### src/rtl/vo_pkg.sv
// Shared types and default widths for the visual-odometry stream controller.
`timescale 1ns/1ps
package vo_pkg;

    // Default coordinate and depth widths of the standard camera configuration
    localparam int VO_COOR_W  = 10;
    localparam int VO_DEPTH_W = 16;

    // Ingress frame tracking: GAP is the one-cycle frame gap after the last pixel
    typedef enum logic [1:0] {
        IDLE   = 2'd0,
        ACTIVE = 2'd1,
        GAP    = 2'd2
    } ingress_state_t;

    // Match record at the default widths; field order is the egress payload order
    typedef struct packed {
        logic [VO_COOR_W-1:0]  src_x;
        logic [VO_COOR_W-1:0]  src_y;
        logic [VO_DEPTH_W-1:0] src_depth;
        logic [VO_COOR_W-1:0]  dst_x;
        logic [VO_COOR_W-1:0]  dst_y;
        logic [VO_DEPTH_W-1:0] dst_depth;
    } match_t;

    // Egress FIFO entry: end-of-frame marker flag plus match payload
    typedef struct packed {
        logic   is_eof;
        match_t m;
    } fifo_entry_t;

endpackage

### src/rtl/vo_sync_fifo.sv
// Synchronous first-word-fall-through FIFO; a pop frees a slot for a push in the same cycle.
`timescale 1ns/1ps
module vo_sync_fifo #(
    parameter int WIDTH = 8,
    parameter int DEPTH = 16
) (
    input  logic                     clk_i,
    input  logic                     rst_i,
    input  logic                     push_i,
    input  logic                     pop_i,
    input  logic [WIDTH-1:0]         din_i,
    output logic [WIDTH-1:0]         dout_o,
    output logic [$clog2(DEPTH):0]   count_o,
    output logic                     full_o,
    output logic                     empty_o
);

    localparam int AW = $clog2(DEPTH);
    localparam logic [AW:0] DEPTH_C = (AW + 1)'(DEPTH);

    logic [WIDTH-1:0] mem_q [DEPTH];
    logic [AW-1:0]    wr_ptr_q;
    logic [AW-1:0]    rd_ptr_q;
    logic [AW:0]      count_q;
    logic             do_push;
    logic             do_pop;

    assign full_o  = (count_q == DEPTH_C);
    assign empty_o = (count_q == '0);
    assign count_o = count_q;
    assign dout_o  = mem_q[rd_ptr_q];
    assign do_pop  = pop_i && !empty_o;
    assign do_push = push_i && (!full_o || do_pop);

    // Storage array: written only, never reset
    always_ff @(posedge clk_i) begin
        if (do_push) begin
            mem_q[wr_ptr_q] <= din_i;
        end
    end

    // Pointers and occupancy; power-of-two depth lets pointers wrap naturally
    always_ff @(posedge clk_i) begin
        if (rst_i) begin
            wr_ptr_q <= '0;
            rd_ptr_q <= '0;
            count_q  <= '0;
        end else begin
            if (do_push) wr_ptr_q <= wr_ptr_q + 1'b1;
            if (do_pop)  rd_ptr_q <= rd_ptr_q + 1'b1;
            case ({do_push, do_pop})
                2'b10:   count_q <= count_q + 1'b1;
                2'b01:   count_q <= count_q - 1'b1;
                default: count_q <= count_q;
            endcase
        end
    end

endmodule

### src/rtl/vo_stream_ctrl.sv
// Chip-boundary stream controller: camera ingress framing and matcher egress buffering.
`timescale 1ns/1ps
module vo_stream_ctrl
    import vo_pkg::*;
#(
    parameter int IMG_WIDTH  = 640,
    parameter int IMG_HEIGHT = 480,
    parameter int COOR_W     = VO_COOR_W,
    parameter int DEPTH_W    = VO_DEPTH_W,
    parameter int FIFO_DEPTH = 16,
    parameter int CNT_W      = 10
) (
    input  logic               i_clk,
    input  logic               i_rst,
    input  logic               i_frame_start,
    input  logic               i_valid,
    input  logic [7:0]         i_pixel,
    input  logic [DEPTH_W-1:0] i_depth,
    output logic               o_ready,
    output logic               o_pix_valid,
    output logic               o_pix_start,
    output logic [7:0]         o_pix,
    output logic [DEPTH_W-1:0] o_pix_depth,
    output logic [COOR_W-1:0]  o_pix_x,
    output logic [COOR_W-1:0]  o_pix_y,
    input  logic               i_m_valid,
    input  logic               i_m_frame_end,
    input  logic [COOR_W-1:0]  i_m_src_x,
    input  logic [COOR_W-1:0]  i_m_src_y,
    input  logic [COOR_W-1:0]  i_m_dst_x,
    input  logic [COOR_W-1:0]  i_m_dst_y,
    input  logic [DEPTH_W-1:0] i_m_src_depth,
    input  logic [DEPTH_W-1:0] i_m_dst_depth,
    output logic               o_valid,
    input  logic               i_ready,
    output logic               o_last,
    output logic [COOR_W-1:0]  o_src_x,
    output logic [COOR_W-1:0]  o_src_y,
    output logic [COOR_W-1:0]  o_dst_x,
    output logic [COOR_W-1:0]  o_dst_y,
    output logic [DEPTH_W-1:0] o_src_depth,
    output logic [DEPTH_W-1:0] o_dst_depth,
    output logic [CNT_W-1:0]   o_match_cnt,
    output logic [CNT_W-1:0]   o_drop_cnt,
    output logic               o_frame_err
);

    localparam int FCNT_W = $clog2(FIFO_DEPTH) + 1;
    localparam logic [COOR_W-1:0] X_LAST   = COOR_W'(IMG_WIDTH - 1);
    localparam logic [COOR_W-1:0] Y_LAST   = COOR_W'(IMG_HEIGHT - 1);
    localparam logic [FCNT_W-1:0] DROP_LVL = FCNT_W'(FIFO_DEPTH - 1);
    localparam logic [CNT_W-1:0]  CNT_ONE  = CNT_W'(1);

    typedef struct packed {
        logic [COOR_W-1:0]  src_x;
        logic [COOR_W-1:0]  src_y;
        logic [DEPTH_W-1:0] src_depth;
        logic [COOR_W-1:0]  dst_x;
        logic [COOR_W-1:0]  dst_y;
        logic [DEPTH_W-1:0] dst_depth;
    } match_p_t;

    typedef struct packed {
        logic     is_eof;
        match_p_t m;
    } entry_p_t;

    function automatic logic [CNT_W-1:0] sat_inc(input logic [CNT_W-1:0] v);
        return (&v) ? v : v + 1'b1;
    endfunction

    // ---------------- Ingress ----------------
    ingress_state_t     state_q, state_d;
    logic [COOR_W-1:0]  x_q, x_d, y_q, y_d;
    logic [COOR_W-1:0]  cur_x, cur_y;
    logic               ready;
    logic               pix_valid_d, pix_start_d, ingress_err;
    logic               pix_valid_q, pix_start_q;
    logic [7:0]         pix_q;
    logic [DEPTH_W-1:0] pix_depth_q;
    logic [COOR_W-1:0]  pix_x_q, pix_y_q;

    assign ready = (state_q != GAP);

    // Next-state: pick the coordinate of the accepted pixel and advance the raster position
    always_comb begin
        state_d     = state_q;
        x_d         = x_q;
        y_d         = y_q;
        cur_x       = x_q;
        cur_y       = y_q;
        pix_valid_d = 1'b0;
        pix_start_d = 1'b0;
        ingress_err = 1'b0;
        case (state_q)
            IDLE: begin
                if (i_valid && i_frame_start) begin
                    pix_valid_d = 1'b1;
                    pix_start_d = 1'b1;
                    cur_x       = '0;
                    cur_y       = '0;
                end
            end
            ACTIVE: begin
                if (i_valid) begin
                    pix_valid_d = 1'b1;
                    if (i_frame_start) begin
                        // Premature start: flag it and restart the raster
                        pix_start_d = 1'b1;
                        ingress_err = 1'b1;
                        cur_x       = '0;
                        cur_y       = '0;
                    end
                end
            end
            GAP:     state_d = IDLE;
            default: state_d = IDLE;
        endcase
        if (pix_valid_d) begin
            if (cur_x == X_LAST) begin
                x_d = '0;
                if (cur_y == Y_LAST) begin
                    y_d     = '0;
                    state_d = GAP;
                end else begin
                    y_d     = cur_y + 1'b1;
                    state_d = ACTIVE;
                end
            end else begin
                x_d     = cur_x + 1'b1;
                y_d     = cur_y;
                state_d = ACTIVE;
            end
        end
    end

    // Ingress state and the one-cycle registered pixel pass-through
    always_ff @(posedge i_clk) begin
        if (i_rst) begin
            state_q     <= IDLE;
            x_q         <= '0;
            y_q         <= '0;
            pix_valid_q <= 1'b0;
            pix_start_q <= 1'b0;
            pix_q       <= '0;
            pix_depth_q <= '0;
            pix_x_q     <= '0;
            pix_y_q     <= '0;
        end else begin
            state_q     <= state_d;
            x_q         <= x_d;
            y_q         <= y_d;
            pix_valid_q <= pix_valid_d;
            pix_start_q <= pix_start_d;
            if (pix_valid_d) begin
                pix_q       <= i_pixel;
                pix_depth_q <= i_depth;
                pix_x_q     <= cur_x;
                pix_y_q     <= cur_y;
            end
        end
    end

    assign o_ready     = ready;
    assign o_pix_valid = pix_valid_q;
    assign o_pix_start = pix_start_q;
    assign o_pix       = pix_q;
    assign o_pix_depth = pix_depth_q;
    assign o_pix_x     = pix_x_q;
    assign o_pix_y     = pix_y_q;

    // ---------------- Egress ----------------
    match_p_t          in_match;
    entry_p_t          push_entry, pop_entry;
    logic              fifo_push, fifo_full, fifo_empty, room;
    logic [FCNT_W-1:0] fifo_count;
    logic              pend_q, pend_d;
    logic              match_push, match_drop, eof_push, eof_err;
    logic [CNT_W-1:0]  cur_match_q, cur_drop_q, match_cnt_q, drop_cnt_q;
    logic              frame_err_q;

    assign in_match = '{src_x: i_m_src_x, src_y: i_m_src_y, src_depth: i_m_src_depth,
                        dst_x: i_m_dst_x, dst_y: i_m_dst_y, dst_depth: i_m_dst_depth};

    // A pop in the same cycle frees a slot for the EOF marker
    assign room = !fifo_full || (i_ready && !fifo_empty);

    // Push arbitration: a match owns this cycle's slot, the EOF marker waits in pending
    always_comb begin
        push_entry = '0;
        fifo_push  = 1'b0;
        match_push = 1'b0;
        match_drop = 1'b0;
        eof_push   = 1'b0;
        eof_err    = 1'b0;
        pend_d     = pend_q;
        if (i_m_valid) begin
            // Last free slot is kept for the EOF marker
            if (fifo_count >= DROP_LVL) begin
                match_drop = 1'b1;
            end else begin
                match_push   = 1'b1;
                fifo_push    = 1'b1;
                push_entry.m = in_match;
            end
            if (i_m_frame_end) begin
                if (pend_q) eof_err = 1'b1;
                else        pend_d  = 1'b1;
            end
        end else begin
            if (pend_q && room) begin
                eof_push          = 1'b1;
                fifo_push         = 1'b1;
                push_entry.is_eof = 1'b1;
                pend_d            = 1'b0;
            end
            if (i_m_frame_end) begin
                if (pend_d) begin
                    eof_err = 1'b1;
                end else if (!eof_push && room) begin
                    eof_push          = 1'b1;
                    fifo_push         = 1'b1;
                    push_entry.is_eof = 1'b1;
                end else begin
                    pend_d = 1'b1;
                end
            end
        end
    end

    // Pending EOF, per-frame counters and the sticky error flag
    always_ff @(posedge i_clk) begin
        if (i_rst) begin
            pend_q      <= 1'b0;
            cur_match_q <= '0;
            cur_drop_q  <= '0;
            match_cnt_q <= '0;
            drop_cnt_q  <= '0;
            frame_err_q <= 1'b0;
        end else begin
            pend_q      <= pend_d;
            frame_err_q <= frame_err_q | ingress_err | eof_err;
            if (eof_push) begin
                match_cnt_q <= cur_match_q;
                drop_cnt_q  <= cur_drop_q;
                cur_match_q <= match_push ? CNT_ONE : '0;
                cur_drop_q  <= match_drop ? CNT_ONE : '0;
            end else begin
                if (match_push) cur_match_q <= sat_inc(cur_match_q);
                if (match_drop) cur_drop_q  <= sat_inc(cur_drop_q);
            end
        end
    end

    vo_sync_fifo #(
        .WIDTH ($bits(entry_p_t)),
        .DEPTH (FIFO_DEPTH)
    ) u_fifo (
        .clk_i   (i_clk),
        .rst_i   (i_rst),
        .push_i  (fifo_push),
        .pop_i   (i_ready),
        .din_i   (push_entry),
        .dout_o  (pop_entry),
        .count_o (fifo_count),
        .full_o  (fifo_full),
        .empty_o (fifo_empty)
    );

    // Outputs are forced to zero while empty so idle and reset values are clean
    assign o_valid     = !fifo_empty;
    assign o_last      = !fifo_empty && pop_entry.is_eof;
    assign o_src_x     = o_valid ? pop_entry.m.src_x     : '0;
    assign o_src_y     = o_valid ? pop_entry.m.src_y     : '0;
    assign o_src_depth = o_valid ? pop_entry.m.src_depth : '0;
    assign o_dst_x     = o_valid ? pop_entry.m.dst_x     : '0;
    assign o_dst_y     = o_valid ? pop_entry.m.dst_y     : '0;
    assign o_dst_depth = o_valid ? pop_entry.m.dst_depth : '0;
    assign o_match_cnt = match_cnt_q;
    assign o_drop_cnt  = drop_cnt_q;
    assign o_frame_err = frame_err_q;

endmodule

### config.mk
export PLATFORM = sky130hd
export DESIGN_NAME = vo_stream_ctrl
export DESIGN_NICKNAME = d
export VERILOG_FILES = /design/src/rtl/vo_pkg.sv /design/src/rtl/vo_sync_fifo.sv /design/src/rtl/vo_stream_ctrl.sv
export SDC_FILE = /design/constraint.sdc
export NUM_CORES = 1
export LEC_CHECK = 0
export CAP_MARGIN = 20
export CORE_UTILIZATION = 50
export CTS_CLUSTER_DIAMETER = 120
export DETAILED_ROUTE_END_ITERATION = 12
export GPL_TIMING_DRIVEN = 1
export HOLD_SLACK_MARGIN = 0.02
export PLACE_DENSITY = 0.68
export SYNTH_ARGS = -nofsm -noshare
export SYNTH_HDL_FRONTEND = slang
export SYNTH_SLANG_ARGS = --single-unit
### constraint.sdc
create_clock -name i_clk -period 16.7 [get_ports i_clk]
set_clock_uncertainty 0.05 [all_clocks]
set_input_delay 2.505 -clock i_clk [delete_from_list [all_inputs] [get_ports i_clk]]
set_output_delay 2.505 -clock i_clk [all_outputs]
set_load 0.005 [all_outputs]
==> metrics.cfg <==
[timing]
report.final.hold_viol_count = 0
setup_tns_ns = 0
final.period_utilization_pct = 45.5
finalWorstPathRequiredPeriod_ns = 7.59
setup_viol = 0
max_slew.worst_pin.slew_ns = 1.13
report.final.slew_viol_count = 0
timing.max_slew.rel_slack_pct = 24.7
hold_slack_ns = 0.405
rsz0062_at_grt = false
fmax_mhz = 132
finalWorstSetupSlack_ns = 9.11

[global_routing]
grt-ovfl-total = 0
first_pass_grt_wire_length_mm = 171
grt_max_degree = 118
groute.usage.overall_pct = 22.9
grt_antenna_before_repair = 7
first_global_vias = 26400

[clock_tree]
cts_tree = built
clk_path_buf_depth = 3
clkSinkCount = 1295
cts_made_buffers = 134
clkLatencyLatePin_ns = 0.72
cts_hold_buffers = 0
cts-resized-gates = 0
cts_setup_buffers = 0
ctsHtreeMaxLevel = 4
clkSlewWorstSetupHoldPaths_ns = 0.06
clockRootBuffer = sky130_fd_sc_hd__clkbuf_16

[hold_path]
worst_hold_startpoint = o_pix_depth[8]
worstHoldPathType = reg2reg
timing.hold.worst_path_depth = 2
worstHoldEndpoint = o_pix_depth[8]

[die]
rows = 115
core-area_mm2 = 0.0990
design.portCount = 245
chipHeight_um = 319
initial_utilization_pct = 50.8
die_width_um = 319
die-area_mm2 = 0.102

[setup_path]
worstPathArrival_ns = 5.04
critPathKind = reg2out
path_cells = buf_4, buf_12, mux4_2, mux4_2, and2_1, clkdlybuf4s50_1
endpoint_kind = output port
rrSetupSlack_ns = 12.32
timing.critical_path.required_ns = 14.15
crit-reg2reg-capture = u_fifo.mem_q[15][70]
cpMostUsedCell = sky130_fd_sc_hd__mux4_2
timing.critical_path.from_type = register
critPathTopFamily = buffers and inverters
cp_slowest_cell = sky130_fd_sc_hd__buf_4
r2r.worst_path.cells = 7
crit_path_max_incr_delay_ns = 0.81
timing.critical_path.fanout_max = 117
worst-path-buf-inv = 3
critical_path.reg2reg.startpoint = u_fifo.count_o[2]

[layout]
num-nets-final = 2875
p_r_area_growth_vs_syn_pct = 16.1
multiInputGateArea_mm2 = 0.0120
n_fill_cell = 7042
insertedDiodeCount = 0
final_core_utilization_pct = 59.0
layout.area.seq_mm2 = 0.0376
layout-drive-gt1-share_pct = 22.1

[detailed_routing]
drt-initial-drc-count = 2875
total_drc_errors_in_the_routed_layout = 0
drt_via_density = 6.09
detailedRoute.firstPassIterationCount = 7
totalWireLength_mm = 115
detail_route.wl_per_cell_um = 27.8
vias = 25200
ant_nets = 0

[synthesis]
synthesis.area_mm2 = 0.0503
synthesis.area_per_instance_um2 = 20.3
synth.net_count = 2589
count_of_distinct_cell_types_in_the_synthesized_netlist = 59
synthDominantCellAreaShare_pct = 69.7
synth.top_cells.by_area = sky130_fd_sc_hd__edfxtp_1 70%, sky130_fd_sc_hd__mux4_2 16%, sky130_fd_sc_hd__dfxtp_1 5.1%, sky130_fd_sc_hd__nand2_1 1.1%, sky130_fd_sc_hd__and2_1 0.97%
yosysWarningCount = 0
async_set_or_reset_register_ratio_after_synthesis_pct = 0
synth_top_area_cell = sky130_fd_sc_hd__edfxtp_1
synth_enable_flop_cells = 1168
synth-main-ff-cell = sky130_fd_sc_hd__edfxtp_1
yosys_register_bits = 1295
postSynthCellCount = 2474
synth.yosys.seq_area_share_pct = 74.8

[placement]
post-place-ws_ns = 9.56
io_buffer_count = 244
gp_congestion = 0.776
detailedPlacementHpwl_mm = 59.0

[run]
maxCapViolations = 0

[outcome]
result_of_the_run = finished, final reports clean

[power]
power.static_leakage_nw = 18.3
power.density_mw_per_mm2 = 144
worst_ir_drop_vdd_mv = 0.114

-- registers in the layout, indices dropped and copies added, names as in the netlist, named ones only --
register	flops
o_pix	8
cur_match_q	10
o_drop_cnt	10
o_pix_depth	16
o_pix_valid	1
o_frame_err	1
y_q	10
u_fifo.rd_ptr_q	4
o_match_cnt	10
u_fifo.count_o	5
x_q	10
o_pix_y	10
cur_drop_q	10
o_pix_start	1
o_pix_x	10
pend_q	1
u_fifo.mem_q	1168
state_q	2
u_fifo.wr_ptr_q	4
-- report_power, final --
part           switching, mW  leakage [nW]  internal, mW  total (mW)
clock network           1.19          2.00          1.57        2.76
logic                  0.865          4.52         0.980        1.84
registers             0.0760          11.8          3.71        3.79
total                   2.14          18.3          6.26        8.40
-- stage by stage --
step | power (mW) | instances | instance area [um2]
floorplan | 5.07 | 2474 | 50300
global placement | 5.69 | 3903 | 54100
detailed placement | 5.72 | 3906 | 54200
CTS | 8.48 | 4142 | 58200
global route | 8.71 | 4147 | 58400
finish | 8.40 | 4147 | 58400
-- synthesized netlist by cell type, drive strengths merged, types with 2 or more instances --
| master | n |
|---|---|
| clkbuf | 83 |
| nor4 | 13 |
| a22oi | 10 |
| nand3b | 3 |
| xor2 | 8 |
| and2 | 78 |
| and4 | 4 |
| nand3 | 21 |
| or3 | 3 |
| o2111ai | 2 |
| a211oi | 2 |
| dfxtp | 127 |
| a41oi | 4 |
| or2 | 2 |
| nor3 | 18 |
| o21a | 3 |
| o31ai | 3 |
| nor2 | 71 |
| a31oi | 6 |
| inv | 9 |
| a21oi | 81 |
| or4 | 3 |
| and3 | 77 |
| xnor2 | 20 |
| o21ai | 16 |
| nand4 | 6 |
| ha | 12 |
| nor4b | 4 |
| a32oi | 2 |
| a311oi | 3 |
| o22ai | 2 |
| nor3b | 5 |
| nor2b | 3 |
| mux4 | 365 |
| nand2 | 149 |
| mux2i | 2 |
| buf | 65 |
| nand2b | 8 |
| edfxtp | 1168 |
-- tightest hold or removal path, stage by stage, from the launching register on --
cell                      delay, ns
sky130_fd_sc_hd__dfxtp_1       0.31
sky130_fd_sc_hd__nand2_1       0.05
sky130_fd_sc_hd__a21oi_1       0.05
-- cells in the final DEF (no fill, tap or decap), drive strengths merged, types with 3 or more instances in the layout --
| cell type | count |
|---|---|
| a21oi | 81 |
| a22oi | 10 |
| a311oi | 3 |
| a31oi | 6 |
| a41oi | 4 |
| and2 | 78 |
| and3 | 77 |
| and4 | 4 |
| buf | 56 |
| bufinv | 3 |
| clkbuf | 166 |
| clkdlybuf4s50 | 242 |
| clkinv | 61 |
| clkinvlp | 3 |
| dfxtp | 127 |
| edfxtp | 1168 |
| ha | 12 |
| inv | 12 |
| mux4 | 365 |
| nand2 | 149 |
| nand2b | 8 |
| nand3 | 21 |
| nand3b | 3 |
| nand4 | 6 |
| nor2 | 71 |
| nor2b | 3 |
| nor3 | 18 |
| nor3b | 5 |
| nor4 | 13 |
| nor4b | 4 |
| o21a | 3 |
| o21ai | 16 |
| o31ai | 3 |
| or3 | 3 |
| or4 | 3 |
| xnor2 | 20 |
| xor2 | 8 |
-- area by class of cell --
class,instances,area share (%)
clock buffer,166,6.13
clock inverter,70,0.830
inverter,9,0.0579
multi-input combinational,1022,20.6
sequential,1295,64.5
tap,1287,2.76
timing repair buffer,298,5.12
-- layer usage --
layer / part of all wire (%) / routed length [um] / vias up / GRT usage (%)
met3: 6.9 / 7990 / 160 / 4.27
met2: 51 / 58300 / 986 / 38.6
met5: 0.023 / 27 / - / 0
met1: 41 / 46700 / 13400 / 31.0
li1: - / - / 10700 / -
met4: 1.9 / 2140 / 4 / 5.56
-- worst max path at each step --
stage	startpoint	cells past startpoint	slack, ns	end
finish	register	6	9.11	o_dst_depth[15]
global route	register	6	8.71	o_src_y[9]
CTS	register	6	8.76	o_dst_depth[9]
detailed placement	register	6	9.56	o_dst_depth[9]
global placement	register	6	9.58	o_dst_depth[9]
floorplan	i_m_valid	5	8.00	u_fifo.mem_q[1][0]
-- cell families (layout without fill, tap and decap cells) --
family / Yosys count / after routing / share of synthesized area [%]
AO/OA/AOI/OAI: 143 / 143 / 1.72
XOR/XNOR: 28 / 28 / 0.488
adder cells (fa/ha/maj): 12 / 12 / 0.299
buffers and inverters: 157 / 543 / 1.52
flip-flops: 1295 / 1295 / 74.8
multiplexers: 368 / 368 / 16.4
AND/OR/NAND/NOR: 471 / 471 / 4.76
(Power assumes the default switching activity.)
